**src/rtl/systolic_output_deskew.sv**
```systemverilog
// rtl/systolic_output_deskew.sv - re-aligns skewed systolic array lanes into a show-ahead row FIFO
// Optional OUTPUT_RELU_EN clamps negative lane values to zero at FIFO write.
module systolic_output_deskew #(
   parameter int DATA_WIDTH = 32,
   parameter int SA_LENGTH  = 5,
   parameter int FIFO_DEPTH = 4
) (
   input  logic                               CLK,
   input  logic                               SYNC_RST,
   input  logic                               EN,
   input  logic [DATA_WIDTH-1:0]              In_Data [SA_LENGTH],
   input  logic [SA_LENGTH-1:0]               In_Valid,
   output logic [DATA_WIDTH-1:0]              Out_Data [SA_LENGTH],
   output logic                               Out_Valid,
   input  logic                               Out_Ready,
   output logic                               Skew_Error,
   output logic                               Overflow,
   output logic [$clog2(FIFO_DEPTH+1)-1:0]    Row_Count
);

   localparam int PW = $clog2(FIFO_DEPTH);
   localparam int CW = $clog2(FIFO_DEPTH+1);

   logic [DATA_WIDTH-1:0] lane_data [SA_LENGTH];
   logic [SA_LENGTH-1:0]  lane_valid;

   // Lane i waits SA_LENGTH-1-i beats so every lane lines up with the last one.
   for (genvar i = 0; i < SA_LENGTH; i++) begin : g_lane
      localparam int D = SA_LENGTH - 1 - i;
      if (D == 0) begin : g_pass
         assign lane_data[i]  = In_Data[i];
         assign lane_valid[i] = In_Valid[i];
      end else begin : g_dly
         logic [DATA_WIDTH-1:0] data_q [D];
         logic [D-1:0]          valid_q;
         always_ff @(posedge CLK) begin
            if (!SYNC_RST) begin
               for (int k = 0; k < D; k++) begin
                  data_q[k] <= '0;
               end
               valid_q <= '0;
            end else if (EN) begin
               data_q[0]  <= In_Data[i];
               valid_q[0] <= In_Valid[i];
               for (int k = 1; k < D; k++) begin
                  data_q[k]  <= data_q[k-1];
                  valid_q[k] <= valid_q[k-1];
               end
            end
         end
         assign lane_data[i]  = data_q[D-1];
         assign lane_valid[i] = valid_q[D-1];
      end
   end

   logic [DATA_WIDTH-1:0] wr_row  [SA_LENGTH];
   logic [DATA_WIDTH-1:0] mem_q   [FIFO_DEPTH][SA_LENGTH];
   logic [DATA_WIDTH-1:0] last_q  [SA_LENGTH];
   logic [PW-1:0]         wr_ptr_q, wr_ptr_d, rd_ptr_q, rd_ptr_d;
   logic [CW-1:0]         count_q, count_d;
   logic                  skew_q, skew_d, ovf_q, ovf_d;
   logic                  aligned_v, any_v, empty, full, pop, push_req, push;

   always_comb begin
      for (int i = 0; i < SA_LENGTH; i++) begin
         wr_row[i] = lane_data[i];
`ifdef OUTPUT_RELU_EN
         if (lane_data[i][DATA_WIDTH-1]) begin
            wr_row[i] = '0;
         end
`endif
      end
   end

   assign aligned_v = &lane_valid;
   assign any_v     = |lane_valid;
   assign empty     = (count_q == '0);
   assign full      = (count_q == CW'(FIFO_DEPTH));
   assign pop       = !empty && Out_Ready;
   assign push_req  = EN && aligned_v;
   // A full FIFO still accepts a row when the head leaves on the same edge.
   assign push      = push_req && (!full || pop);

   always_comb begin
      wr_ptr_d = wr_ptr_q;
      rd_ptr_d = rd_ptr_q;
      count_d  = count_q;
      skew_d   = skew_q | (EN & any_v & ~aligned_v);
      ovf_d    = ovf_q | (push_req & ~push);
      if (push) begin
         wr_ptr_d = wr_ptr_q + PW'(1);
      end
      if (pop) begin
         rd_ptr_d = rd_ptr_q + PW'(1);
      end
      case ({push, pop})
         2'b10:   count_d = count_q + CW'(1);
         2'b01:   count_d = count_q - CW'(1);
         default: count_d = count_q;
      endcase
   end

   always_ff @(posedge CLK) begin
      if (!SYNC_RST) begin
         wr_ptr_q <= '0;
         rd_ptr_q <= '0;
         count_q  <= '0;
         skew_q   <= 1'b0;
         ovf_q    <= 1'b0;
         for (int i = 0; i < SA_LENGTH; i++) begin
            last_q[i] <= '0;
         end
      end else begin
         wr_ptr_q <= wr_ptr_d;
         rd_ptr_q <= rd_ptr_d;
         count_q  <= count_d;
         skew_q   <= skew_d;
         ovf_q    <= ovf_d;
         if (pop) begin
            for (int i = 0; i < SA_LENGTH; i++) begin
               last_q[i] <= mem_q[rd_ptr_q][i];
            end
         end
      end
   end

   always_ff @(posedge CLK) begin
      if (SYNC_RST && push) begin
         for (int i = 0; i < SA_LENGTH; i++) begin
            mem_q[wr_ptr_q][i] <= wr_row[i];
         end
      end
   end

   // An empty FIFO keeps presenting the most recently consumed row.
   always_comb begin
      for (int i = 0; i < SA_LENGTH; i++) begin
         Out_Data[i] = empty ? last_q[i] : mem_q[rd_ptr_q][i];
      end
   end

   assign Out_Valid  = !empty;
   assign Skew_Error = skew_q;
   assign Overflow   = ovf_q;
   assign Row_Count  = count_q;

endmodule

```
**config.mk**
```make
export PLATFORM = sky130hd
export DESIGN_NAME = systolic_output_deskew
export DESIGN_NICKNAME = d
export VERILOG_FILES = /design/src/rtl/systolic_output_deskew.sv
export SDC_FILE = /design/constraint.sdc
export NUM_CORES = 1
export LEC_CHECK = 0
export CORE_MARGIN = 2
export CORE_UTILIZATION = 43
export DETAILED_ROUTE_END_ITERATION = 16
export GPL_TIMING_DRIVEN = 0
export MAX_ROUTING_LAYER = met4
export PLACE_DENSITY = 0.68
export SKIP_LAST_GASP = 1
export SYNTH_ARGS = -nofsm -noshare
export SYNTH_HDL_FRONTEND = slang
export SYNTH_SLANG_ARGS = --single-unit
```
**constraint.sdc**
```tcl
create_clock -name CLK -period 18.5 [get_ports CLK]
set_clock_uncertainty 0.2 [all_clocks]
set_input_delay 1.85 -clock CLK [delete_from_list [all_inputs] [get_ports CLK]]
set_output_delay 1.85 -clock CLK [all_outputs]
set_load 0.01 [all_outputs]
```
Yosys cells after proc, flatten, opt, wreduce, memory -nomap -nowiden
Memory sizes are Yosys's and may differ from the RTL's. A register that Yosys moved wholly into a read port is not among the register bits.
Index checks and enable logic that the tools add are counted.
{"block": "word_totals", "reg_bits": 19, "ramBits": 1120, "inputBits": 169, "out_inout_bits": 166, "wordCells": 88, "mem_count": 6}
{"memory": "mem_q", "words": 4, "width": 160, "read_ports": 1, "rd_ports_with_merged_regs": 1, "write_ports": 1, "line": "57", "rtl": "logic [DATA_WIDTH-1:0] mem_q [FIFO_DEPTH][SA_LENGTH];"}
{"memory": "last_q", "words": 5, "width": 32, "read_ports": 5, "rd_ports_with_merged_regs": 0, "write_ports": 5, "line": "58", "rtl": "logic [DATA_WIDTH-1:0] last_q [SA_LENGTH];"}
{"memory": "g_lane[0].g_dly.data_q", "words": 4, "width": 32, "read_ports": 4, "rd_ports_with_merged_regs": 0, "write_ports": 4, "line": "34", "rtl": "logic [DATA_WIDTH-1:0] data_q [D];"}
{"memory": "g_lane[1].g_dly.data_q", "words": 3, "width": 32, "read_ports": 3, "rd_ports_with_merged_regs": 0, "write_ports": 3, "line": "34"}
{"memory": "g_lane[2].g_dly.data_q", "words": 2, "width": 32, "read_ports": 2, "rd_ports_with_merged_regs": 0, "write_ports": 2, "line": "34"}
{"memory": "g_lane[3].g_dly.data_q", "words": 1, "width": 32, "read_ports": 1, "rd_ports_with_merged_regs": 0, "write_ports": 1, "line": "34"}
{"block": "classes", "addsub": 4, "eq_ne": 3, "n_mux": 33, "bitwise": 21, "reduce_logical": 12}
{"operator": "32-bit 2-to-1 mux", "n": 20}
{"operator": "32-bit OR reduction", "n": 1}
{"operator": "1-bit bitwise OR", "n": 16}
{"operator": "1-bit 2-to-1 mux", "n": 10}
{"operator": "3-bit case mux with 2 select lines", "n": 1}
{"operator": "5-bit AND reduction", "n": 1}
{"operator": "5-bit OR reduction", "n": 1}
{"operator": "2-bit by 1-bit adder with 2-bit output, second input constant", "n": 2}
{"operator": "1-bit logical AND", "n": 4}
{"operator": "2-bit 2-to-1 mux", "n": 2}
{"operator": "3-bit by 1-bit adder with 3-bit output, second input constant", "n": 1}
{"operator": "1-bit bitwise AND", "n": 3}
{"operator": "3-bit == test, second input constant", "n": 1}
{"operator": "3-bit logical NOT", "n": 1}
{"operator": "3-bit by 1-bit subtractor with 3-bit output, second input constant", "n": 1}
{"operator": "2-bit by 1-bit == test with 1-bit output, second input constant", "n": 1}
{"operator": "2-bit == test, second input constant", "n": 1}
{"operator": "1-bit logical NOT", "n": 2}
{"operator": "1-bit NOT", "n": 2}
{"operator": "2-bit nonzero test", "n": 1}
{"operator": "1-bit logical OR", "n": 1}

Logic depth before layout (Yosys ltp)
Gate-level depths: netlist of the first run.
{"block": "logic_depth", "ltp_word": 8, "ltp_mapped": 10, "mapped_depth_nobuf": 8}

Worst setup path before layout of the first run
No wires, ideal clock.
{"block": "synth_timing", "path_kind": "input port to flip-flop", "startpoint": "input EN", "endpoint": "memory g_lane[0].g_dly.data_q[0][0], enable pin", "setup_time_ns": 0.742, "arrival_time_ns": 10.147, "t_required_ns": 17.558, "setup_slack_ns": 7.411, "path_stages": 3, "n_path_buf": 2, "path_cell_list": "buf_2 > buf_1 > nand2b_1"}
{"item": "from (decl)", "line": "10", "rtl": "input logic EN,"}
{"item": "to (decl)", "line": "34"}

==> summary.md, run 1 <==
| Metric | Value |
|---|---|
| Status | finished, final reports clean |
| Worst path most repeated cell | clkbuf_1 |
| Port-buffer cells | 332 |
| DR pass1 iterations | 6 |
| Antenna violations before repair | 10 |
| Worst path cell trace | clkbuf_1 -> clkbuf_1 -> buf_2 -> mux4_2 -> mux2_2 -> clkdlybuf4s50_1 |
| Max stage delay on crit path | 1.02 ns |
| Clock transition at path regs | 0.06 ns |
| Mapped cell area | 44000 um^2 |
| Syn-to-layout area delta | 21.0% |
| Final period utilization | 34.7% |
| DRC | 0 |
| GP Congestion | 0.786 |
| Die area | 105000 um^2 |
| Number of synthesized register bits | 1141 |
| CP Data Arrival Time | 4.37 ns |
| CP Launch Type | register |
| Nets | 2820 |
| Leading area contributor after synthesis | edfxtp_1 |
| Crit-path leading delay family | buffers and inverters |
| Req. time, crit path | 16.45 ns |
| Global-route wire length before repair | 140 mm |
| Vias in the first global route | 22513 |
| Post_cts resized | 0 |
| Worst slew pin tran | 1.31 ns |
| Critical Path Slowest Stage Cell | clkbuf_1 |
| Async S/R FF share, synth | 0% |
| Std-Cell Rows | 117 |
| Clock Sinks | 1141 |
| Final Max Slew Viols | 0 |
| Tmin final | 6.42 ns |
| HPWL Detailed | 62.4 mm |
| Fillers | 7880 |
| CTS tree | yes |
| Cts hold-fix bufs | 0 |
| Main synth FF type | edfxtp_1 |
| Setup Viol. Count Final | 0 |
| Critical path buffer and inverter count | 4 |
| Pin count of the biggest net entering global routing | 74 |
| Initial DRC Count | 1739 |
| Vias | 21361 |
| Clock Tree Buf Depth | 3 |
| Setup CP Type | reg2out |
| Post-synth EDFFs | 1120 |
| Unrepaired setup endpoints after global routing | false |
| Top cell type's share of synthesized area | 76.4% |
| Share of cells above drive strength 1 | 20.2% |
| Chip Width | 324 um |
| Clk pwr share | 41.7% |
| Internal | 4.29 mW |
| Clock root buffer | clkbuf_16 |
| Vias per inst | 5.20 |
| Syn_nets | 2352 |
| Sequential power share | 55.1% |
| Post-synthesis sequential area ratio | 77.4% |
| Grt total ovfl | 0 |
| H-tree Lvls | 3 |
| WL/cell | 23.1 um |
| Routed Antenna Nets | 0 |
| Initial Utilization | 43.3% |
| Setup TNS | 0 ns |
| Post-CTS Setup Bufs | 0 |
| Maximum VDD drop | 0.0000706 V |
| Chip height | 324 um |
| Clock Latency Late Sink | 0.70 ns |
| Max-slew headroom | 12.6% |
| Routed WL | 94.9 mm |
| Mean post-synth cell area | 20.2 um^2 |
| Pleak | 19.0 nW |
| Psw | 1.05 mW |
| Top Ports | 335 |
| TritonCTS Buffers | 114 |
| Top fanout value on the critical path | 10 |
| Final Util | 52.4% |
| Yosys cell types | 39 |
| Cell Pwr Density | 100 nW/um^2 |
| Synth top area cells | edfxtp_1 (76%), mux4_2 (8.2%), and3_1 (4.6%) |
| Synth cell count leaders | edfxtp_1 (1120), and3_1 (324), and2_1 (160), mux4_2 (160), clkbuf_1 (95) |
| Max Freq | 0.156 GHz |
| Core area | 102000 um^2 |
| Count leader, synth | edfxtp_1 |
| Max Cap Violations | 0 |
| Final hold viol count | 0 |
| Total track usage | 18.6% |
| Setup crit end kind | output pin |
| Worst min path class | reg2reg |
| Yosys warns | 0 |
| Sw frac | 19.6% |
| Mapped Cells | 2178 |
| Combinational Power Share | 3.2% |
## per-stage QoR
step / setup slack, ns / area (um^2) / instances / power, mW / hold slack, ns
2_1_floorplan: 7.41 / 44000 / 2178 / 3.06 / 0.259
3_3_place_gp: 3.36 / 49100 / 3878 / 3.18 / 0.265
3_5_place_dp: 12.69 / 49600 / 3898 / 3.17 / 0.268
4_1_cts: 11.97 / 53200 / 4101 / 5.39 / 0.282
5_1_grt: 11.89 / 53200 / 4106 / 5.50 / 0.305
6_report: 12.08 / 53200 / 4110 / 5.33 / 0.279
## flip-flops by register name (all words and copies together), names as in the netlist, named ones only
register              count
Row_Count                 3
g_lane.g_dly.valid_q     10
mem_q                   640
last_q                  160
rd_ptr_q                  2
wr_ptr_q                  2
Overflow                  1
Skew_Error                1
g_lane.g_dly.data_q     320
## metal layers
metal / vias to the layer above / track usage [%] / wire (um)
met2: 554 / 31.1 / 48500
met3: 146 / 3.17 / 4970
met4: 0 / 5.62 / 2030
met1: 11015 / 23.4 / 39400
met5: - / - / 0
li1: 9646 / - / -
## cells in the final DEF (no fill, tap or decap), types with 4 or more instances in the layout
| master | instances |
|---|---|
| buf_4 | 6 |
| and3_4 | 4 |
| o21ai_0 | 4 |
| bufinv_16 | 10 |
| buf_16 | 17 |
| mux4_2 | 160 |
| nor2_1 | 20 |
| clkinv_2 | 14 |
| nand2_1 | 8 |
| edfxtp_1 | 1120 |
| and2_1 | 160 |
| buf_6 | 14 |
| ha_1 | 4 |
| dfxtp_1 | 21 |
| inv_1 | 5 |
| diode_2 | 9 |
| buf_2 | 30 |
| clkbuf_16 | 116 |
| clkinv_1 | 27 |
| mux2i_1 | 11 |
| clkdlybuf4s50_1 | 332 |
| and3_1 | 320 |
| clkbuf_1 | 119 |
| mux2_4 | 70 |
| mux2_2 | 92 |
| inv_6 | 4 |
## power groups by stage
stage               Combinational, mW  Clock [mW]  Sequential (mW)
floorplan                      0.0677           0             3.00
CTS                             0.175        2.27             2.94
finish                          0.171        2.22             2.94
global placement                0.165           0             3.01
detailed placement              0.174           0             2.99
global route                    0.185        2.37             2.95
## area by class of cell
| class | instances | area (um^2) | share of cell area, % |
|---|---|---|---|
| clock inverter | 60 | 573 | 1.08 |
| buffer | 148 | 721 | 1.35 |
| sequential | 1141 | 34100 | 64.0 |
| clock buffer | 143 | 3030 | 5.70 |
| antenna | 9 | 22.5 | 0.0423 |
| multi-input combinational | 883 | 9260 | 17.4 |
| inverter | 6 | 22.5 | 0.0423 |
| timing repair buffer | 352 | 3850 | 7.23 |
| tap | 1368 | 1710 | 3.21 |
## final timing paths
path | cells after the start | startpoint | slack [ns] | to
max reg2reg | 5 | register | 15.01 | last_q[0][67]
min | 2 | Skew_Error | 0.28 | Skew_Error
max | 6 | register | 12.08 | Out_Data[67]
min reg2reg | 2 | Skew_Error | 0.28 | Skew_Error
## worst min-delay path: stages (launching register included)
cell     delay [ns]
dfxtp_1        0.33
a31oi_1        0.05
nor2_1         0.07
## cell families (layout without fill, tap and decap cells)
family,count (synthesis),count (layout),share of synthesized area (%)
buf+inv,154,709,1.69
simple gates,528,528,7.34
xor+xnor,4,4,0.0796
flops,1141,1141,77.4
fa+ha+maj,5,5,0.159
other cells,0,9,0
compound gates,13,13,0.196
mux,333,333,13.2
No activity file was read; power rests on OpenSTA's default activity.
==> inputs of run 2 (changes only) <==
Clock period 18.5 ns to 6.1 ns, I/O delays scaled along.
==> run 2 against run 1 <==
Compared with the run above: worst hold slack improved by 0.0058 ns; total power grew to 3.0 times the previous value; setup slack got worse by 11 ns; global-route usage about the same; clock power rose to 3.0 times the previous value; largest cell class unchanged; clock-buffer cell count down 4; combinational power grew to 3.0 times the previous value; utilization is essentially flat; critical path depth unchanged; critical endpoint is now Out_Data[62]; largest power group unchanged; die area is the same.
==> summary.md, run 2 (synthesis gave the netlist of run 1 again) <==
| Metric | Value |
|---|---|
| Port-buffer cells | 332 |
| Unrepaired setup endpoints after global routing | false |
| Setup Viol. Count Final | 0 |
| Hold path cells | 0 |
| Reg2Reg Depth | 5 |
| Top Ports | 335 |
| Fillers | 7971 |
| Share of cells above drive strength 1 | 20.5% |
| Final period utilization | 80.4% |
| Critical Path Slowest Stage Cell | clkbuf_1 |
| Antenna violations before repair | 10 |
| Chip Width | 324 um |
| Biggest regs | mem_q x640, g_lane.g_dly.data_q x320, last_q x160 |
| Initial DRC Count | 2015 |
| Reg-to-Reg End | mem_q[0][72] |
| Cts hold-fix bufs | 0 |
| Crit-path leading delay family | buffers and inverters |
| Final Power | 16.1 mW |
| Status | finished, final reports clean |
| Final Max Slew Viols | 0 |
| Clock transition at path regs | 0.06 ns |
| Final hold viol count | 0 |
| Routed Antenna Nets | 0 |
| Core area | 102000 um^2 |
| Worst R2R Setup Slack | 2.64 ns |
| Pin count of the biggest net entering global routing | 75 |
| Clock Sinks | 1141 |
| Worst path most repeated cell | clkbuf_1 |
| Post_cts resized | 0 |
| Internal | 12.9 mW |
| CP Launch Type | register |
| Req. time, crit path | 5.29 ns |
| Std-Cell Rows | 117 |
| Worst path cell trace | clkbuf_1 -> clkbuf_1 -> buf_2 -> mux4_2 -> mux2_4 -> clkdlybuf4s50_1 |
| Most common cell after layout, fill and taps aside | edfxtp_1 |
| GP Congestion | 0.788 |
| DR pass1 iterations | 8 |
| H-tree Lvls | 3 |
| Grt total ovfl | 0 |
| Tmin final | 4.90 ns |
| CP Data Arrival Time | 4.09 ns |
| Top fanout value on the critical path | 10 |
| Max Cap Violations | 0 |
| Largest reg by FF count | mem_q |
| Psw | 3.23 mW |
| Setup CP Type | reg2out |
| Most frequent cells in the layout | edfxtp_1 (1120), clkdlybuf4s50_1 (332), and3_1 (320), mux4_2 (160), and2_1 (160) |
| Routed WL | 94.9 mm |
| Hold Crit Start | g_lane[2].g_dly.data_q[0][53] |
| Global-route wire length before repair | 140 mm |
| Maximum VDD drop | 0.000214 V |
| Die area | 105000 um^2 |
| Worst R2R Start | g_lane[0].g_dly.valid_q[3] |
| Vias per inst | 5.16 |
| TritonCTS Buffers | 111 |
| Vias in the first global route | 22382 |
| Finished Layout Cells | 4112 |
| Cell Pwr Density | 303 nW/um^2 |
| Clock Tree Buf Depth | 3 |
| Sequential power share | 55.3% |
| Post-CTS Setup Bufs | 0 |
| CTS tree | yes |
| Cells after DPL | 3898 |
| Setup crit end kind | output pin |
| Chip height | 324 um |
| Total track usage | 18.7% |
| Critical path buffer and inverter count | 4 |
| Number of flip-flops in the largest register | 640 |
| Nets | 2817 |
| Max Freq | 0.204 GHz |
| Worst min path class | reg2reg |
| Vias | 21220 |
| Setup TNS | 0 ns |
| DRC | 0 |
| WHS Endpoint | mem_q[1][85] |
| Syn-to-layout area delta | 20.9% |
| Max-slew headroom | 18.9% |
| Max stage delay on crit path | 0.87 ns |
| Pleak | 19.0 nW |
| WL/cell | 23.1 um |
| Initial Utilization | 43.3% |
| Clock root buffer | clkbuf_16 |
| Worst slew pin tran | 1.22 ns |
| Sw frac | 20.0% |
| Clock Latency Late Sink | 0.70 ns |
| Clk pwr share | 41.5% |
| HPWL Detailed | 62.0 mm |
| Combinational Power Share | 3.2% |
-- run 2: changes by cell type in the layout (fill, tap and decap cells not counted) --
cell and change:
clkbuf_1 -1, inv_6 -1, clkinvlp_4 +3, buf_12 -2, clkinv_2 +6, clkbuf_16 -3
bufinv_16 -1, inv_16 +2, clkinv_1 -6, buf_16 +2, clkinv_4 +3
-- run 2: layout make-up --
cell class	count	area, um^2	area share (%)
multi-input cells	883	9260	17.4
repair buffers	352	3870	7.26
diodes	9	22.5	0.0423
plain buffers	148	721	1.35
clock buffers	139	2960	5.55
inverters	6	22.5	0.0423
clock inverters	66	631	1.18
flip-flops and latches	1141	34100	64.0
well taps	1368	1710	3.22
-- run 2: power by group through the flow --
stage,clock network [mW],logic [mW],registers (mW)
2_1_floorplan,0,0.205,9.07
3_3_place_gp,0,0.499,9.11
3_5_place_dp,0,0.526,9.08
4_1_cts,6.85,0.530,8.91
5_1_grt,7.15,0.557,8.93
6_report,6.70,0.519,8.91
-- run 2: how the worst max path moves through the flow --
stage / slack, ns / cells after the start / startpoint / endpoint
floorplan: 0.02 / 3 / EN / g_lane[0].g_dly.data_q[0][0]
CTS: 1.00 / 6 / register / Out_Data[62]
finish: 1.20 / 6 / register / Out_Data[62]
detailed placement: 1.75 / 6 / register / Out_Data[62]
global route: 1.01 / 6 / register / Out_Data[62]
global placement: -3.80 / 4 / In_Valid[4] / mem_q[0][104]
-- run 2: stage by stage --
stage / worst slack (ns) / hold slack, ns / area [um^2] / util (%)
final: 1.20 / 0.284 / 53200 / 52.4
after global routing: 1.01 / 0.301 / 53200 / 52.4
after CTS: 1.00 / 0.258 / 53200 / 52.4
after detailed placement: 1.75 / 0.279 / 49600 / 48.9
after global placement: -3.80 / 0.264 / 49100 / 48.3
after floorplan: 0.0161 / 0.259 / 44000 / -
-- run 2: worst reg2reg max path, delay by kind of cell (launching register included) --
| kind | cells | cell delay (ns) |
|---|---|---|
| buf+inv | 2 | 0.65 |
| simple gates | 3 | 1.84 |
| flops | 1 | 0.39 |
-- run 2: routing by layer --
metal  track usage [%]  share of wire (%)  routed length (um)
met1              23.5                 42               39600
met2              31.4                 51               48500
met3              3.10                5.1                4850
met4              5.29                2.1                1950
met5                 -                  0                   0
==> inputs of run 3 (changes only) <==
Clock period 6.1 ns to 4.7 ns, I/O delays scaled along.
==> run 3 against run 2 <==
Compared with the run above: critical path depth stayed put; global-route usage hardly changed; combinational power is 29% higher; non-clock buffer count is 2 lower; via count is 1.2% higher.
==> summary.md, run 3 (synthesis gave the netlist of run 1 again) <==
| Metric | Value |
|---|---|
| Status | finished, final reports clean |
| Post-CTS Setup Bufs | 0 |
| Top fanout value on the critical path | 10 |
| WL/cell | 23.1 um |
| Maximum VDD drop | 0.000279 V |
| Reg-to-Reg End | mem_q[2][114] |
| Setup CP Type | reg2out |
| Vias | 21468 |
| Critical path buffer and inverter count | 4 |
| Clk pwr share | 44.0% |
| Final Util | 52.8% |
| Fillers | 7897 |
| Top Ports | 335 |
| Std-Cell Rows | 117 |
| Port-buffer cells | 332 |
| Sw frac | 19.7% |
| WHS Endpoint | Row_Count[1] |
| Initial DRC Count | 1788 |
| Combinational Power Share | 3.1% |
| Routed WL | 95.2 mm |
| Chip Width | 324 um |
| DR pass1 iterations | 5 |
| Final hold viol count | 0 |
| Sequential power share | 52.9% |
| Worst slew pin tran | 1.20 ns |
| Psw | 4.30 mW |
| Largest reg by FF count | mem_q |
| HPWL Detailed | 61.4 mm |
| Chip height | 324 um |
| Worst R2R Setup Slack | 1.26 ns |
| GP Congestion | 0.792 |
| Clock transition at path regs | 0.06 ns |
| Design area | 53700 um^2 |
| Worst path cell trace | clkbuf_1 -> clkbuf_2 -> buf_2 -> mux4_2 -> mux2_4 -> clkdlybuf4s50_1 |
| Setup crit end kind | output pin |
| CTS tree | yes |
| Final worst slack | 0.322 ns |
| H-tree Lvls | 3 |
| Max-slew headroom | 20.2% |
| Critical Path Slowest Stage Cell | clkbuf_1 |
| Vias in the first global route | 22379 |
| Core area | 102000 um^2 |
| Setup Viol. Count Final | 0 |
| Placed Area | 49600 um^2 |
| Finished Layout Cells | 4119 |
| Nets | 2818 |
| CP Data Arrival Time | 3.71 ns |
| Most frequent cells in the layout | edfxtp_1 (1120), clkdlybuf4s50_1 (332), and3_1 (320), mux4_2 (160), and2_1 (160) |
| Sequential Area | 34100 um^2 |
| Biggest regs | mem_q x640, g_lane.g_dly.data_q x320, last_q x160 |
| Die area | 105000 um^2 |
| Vias per inst | 5.21 |
| Final period utilization | 93.1% |
| Number of flip-flops in the largest register | 640 |
| Grt total ovfl | 0 |
| Cell Pwr Density | 407 nW/um^2 |
| DRC | 0 |
| Clock root buffer | clkbuf_16 |
| Post_cts resized | 1 |
| Clock Latency Late Sink | 0.70 ns |
| Clock Tree Buf Depth | 3 |
| Unrepaired setup endpoints after global routing | false |
| Share of cells above drive strength 1 | 21.1% |
| Post-placement setup slack | 0.482 ns |
| Cts hold-fix bufs | 0 |
| Req. time, crit path | 4.03 ns |
| Cells after DPL | 3896 |
| Worst min path class | in2reg |
| Multi-input gate area | 9270 um^2 |
| Initial Utilization | 43.3% |
| Hold path cells | 3 |
| Tmin final | 4.38 ns |
| Routed Antenna Nets | 0 |
| Max Freq | 0.228 GHz |
| Clock Sinks | 1141 |
| Worst R2R Start | g_lane[2].g_dly.valid_q[1] |
| Reg2Reg Depth | 5 |
| Final Max Slew Viols | 0 |
| Crit-path leading delay family | buffers and inverters |
| Global-route wire length before repair | 140 mm |
| Max stage delay on crit path | 0.59 ns |
| Most common cell after layout, fill and taps aside | edfxtp_1 |
| Antenna violations before repair | 12 |
| Pleak | 19.2 nW |
| Max Cap Violations | 0 |
| Final Power | 21.9 mW |
| Hold Crit Start | SYNC_RST |
| Total track usage | 18.7% |
| Syn-to-layout area delta | 21.9% |
| Internal | 17.6 mW |
| Pin count of the biggest net entering global routing | 84 |
| CP Launch Type | register |
| TritonCTS Buffers | 114 |
-- run 3: worst max path at each step --
stage	slack (ns)	endpoint	cells after the start
floorplan	0.64	g_lane[0].g_dly.data_q[0][0]	3
global placement	-1.59	mem_q[0][86]	4
detailed placement	0.48	Out_Data[68]	6
CTS	0.1	Out_Data[68]	6
global route	0.1	Out_Data[68]	6
finish	0.32	Out_Data[62]	6
-- run 3: stage by stage --
stage	hold slack, ns	setup TNS, ns
floorplan	0.259	0
global placement	0.265	-1383.61
detailed placement	0.276	0
CTS	0.101	0
global route	0.158	0
finish	0.143	0
-- run 3: per-layer routing --
layer  up-vias  part of all wire [%]  GRT usage, %
li1       9640                     -             -
met1     11057                    41          23.5
met2       625                    51          31.3
met3       146                   5.8          3.23
met4         0                   2.2          5.52
met5         -                     0             -
-- run 3: layout make-up --
cell class,instances,share of cell area [%]
multi-input combinational,883,17.3
buffer,148,1.35
sequential,1141,63.5
clock inverter,80,1.98
clock buffer,135,5.56
timing repair buffer,350,7.10
antenna,8,0.0373
inverter,6,0.0420
tap,1368,3.19
-- run 3: worst min-delay path, cell delays in order --
cell and delay, ns:
buf_2 0.19, clkinv_1 0.25, a211oi_1 0.07
-- run 3: power by group through the flow --
stage	logic [mW]	registers, mW	clock network, mW
floorplan	0.267	11.8	0
global placement	0.652	11.8	0
detailed placement	0.680	11.8	0
CTS	0.684	11.6	9.82
global route	0.723	11.6	10.2
finish	0.670	11.6	9.62
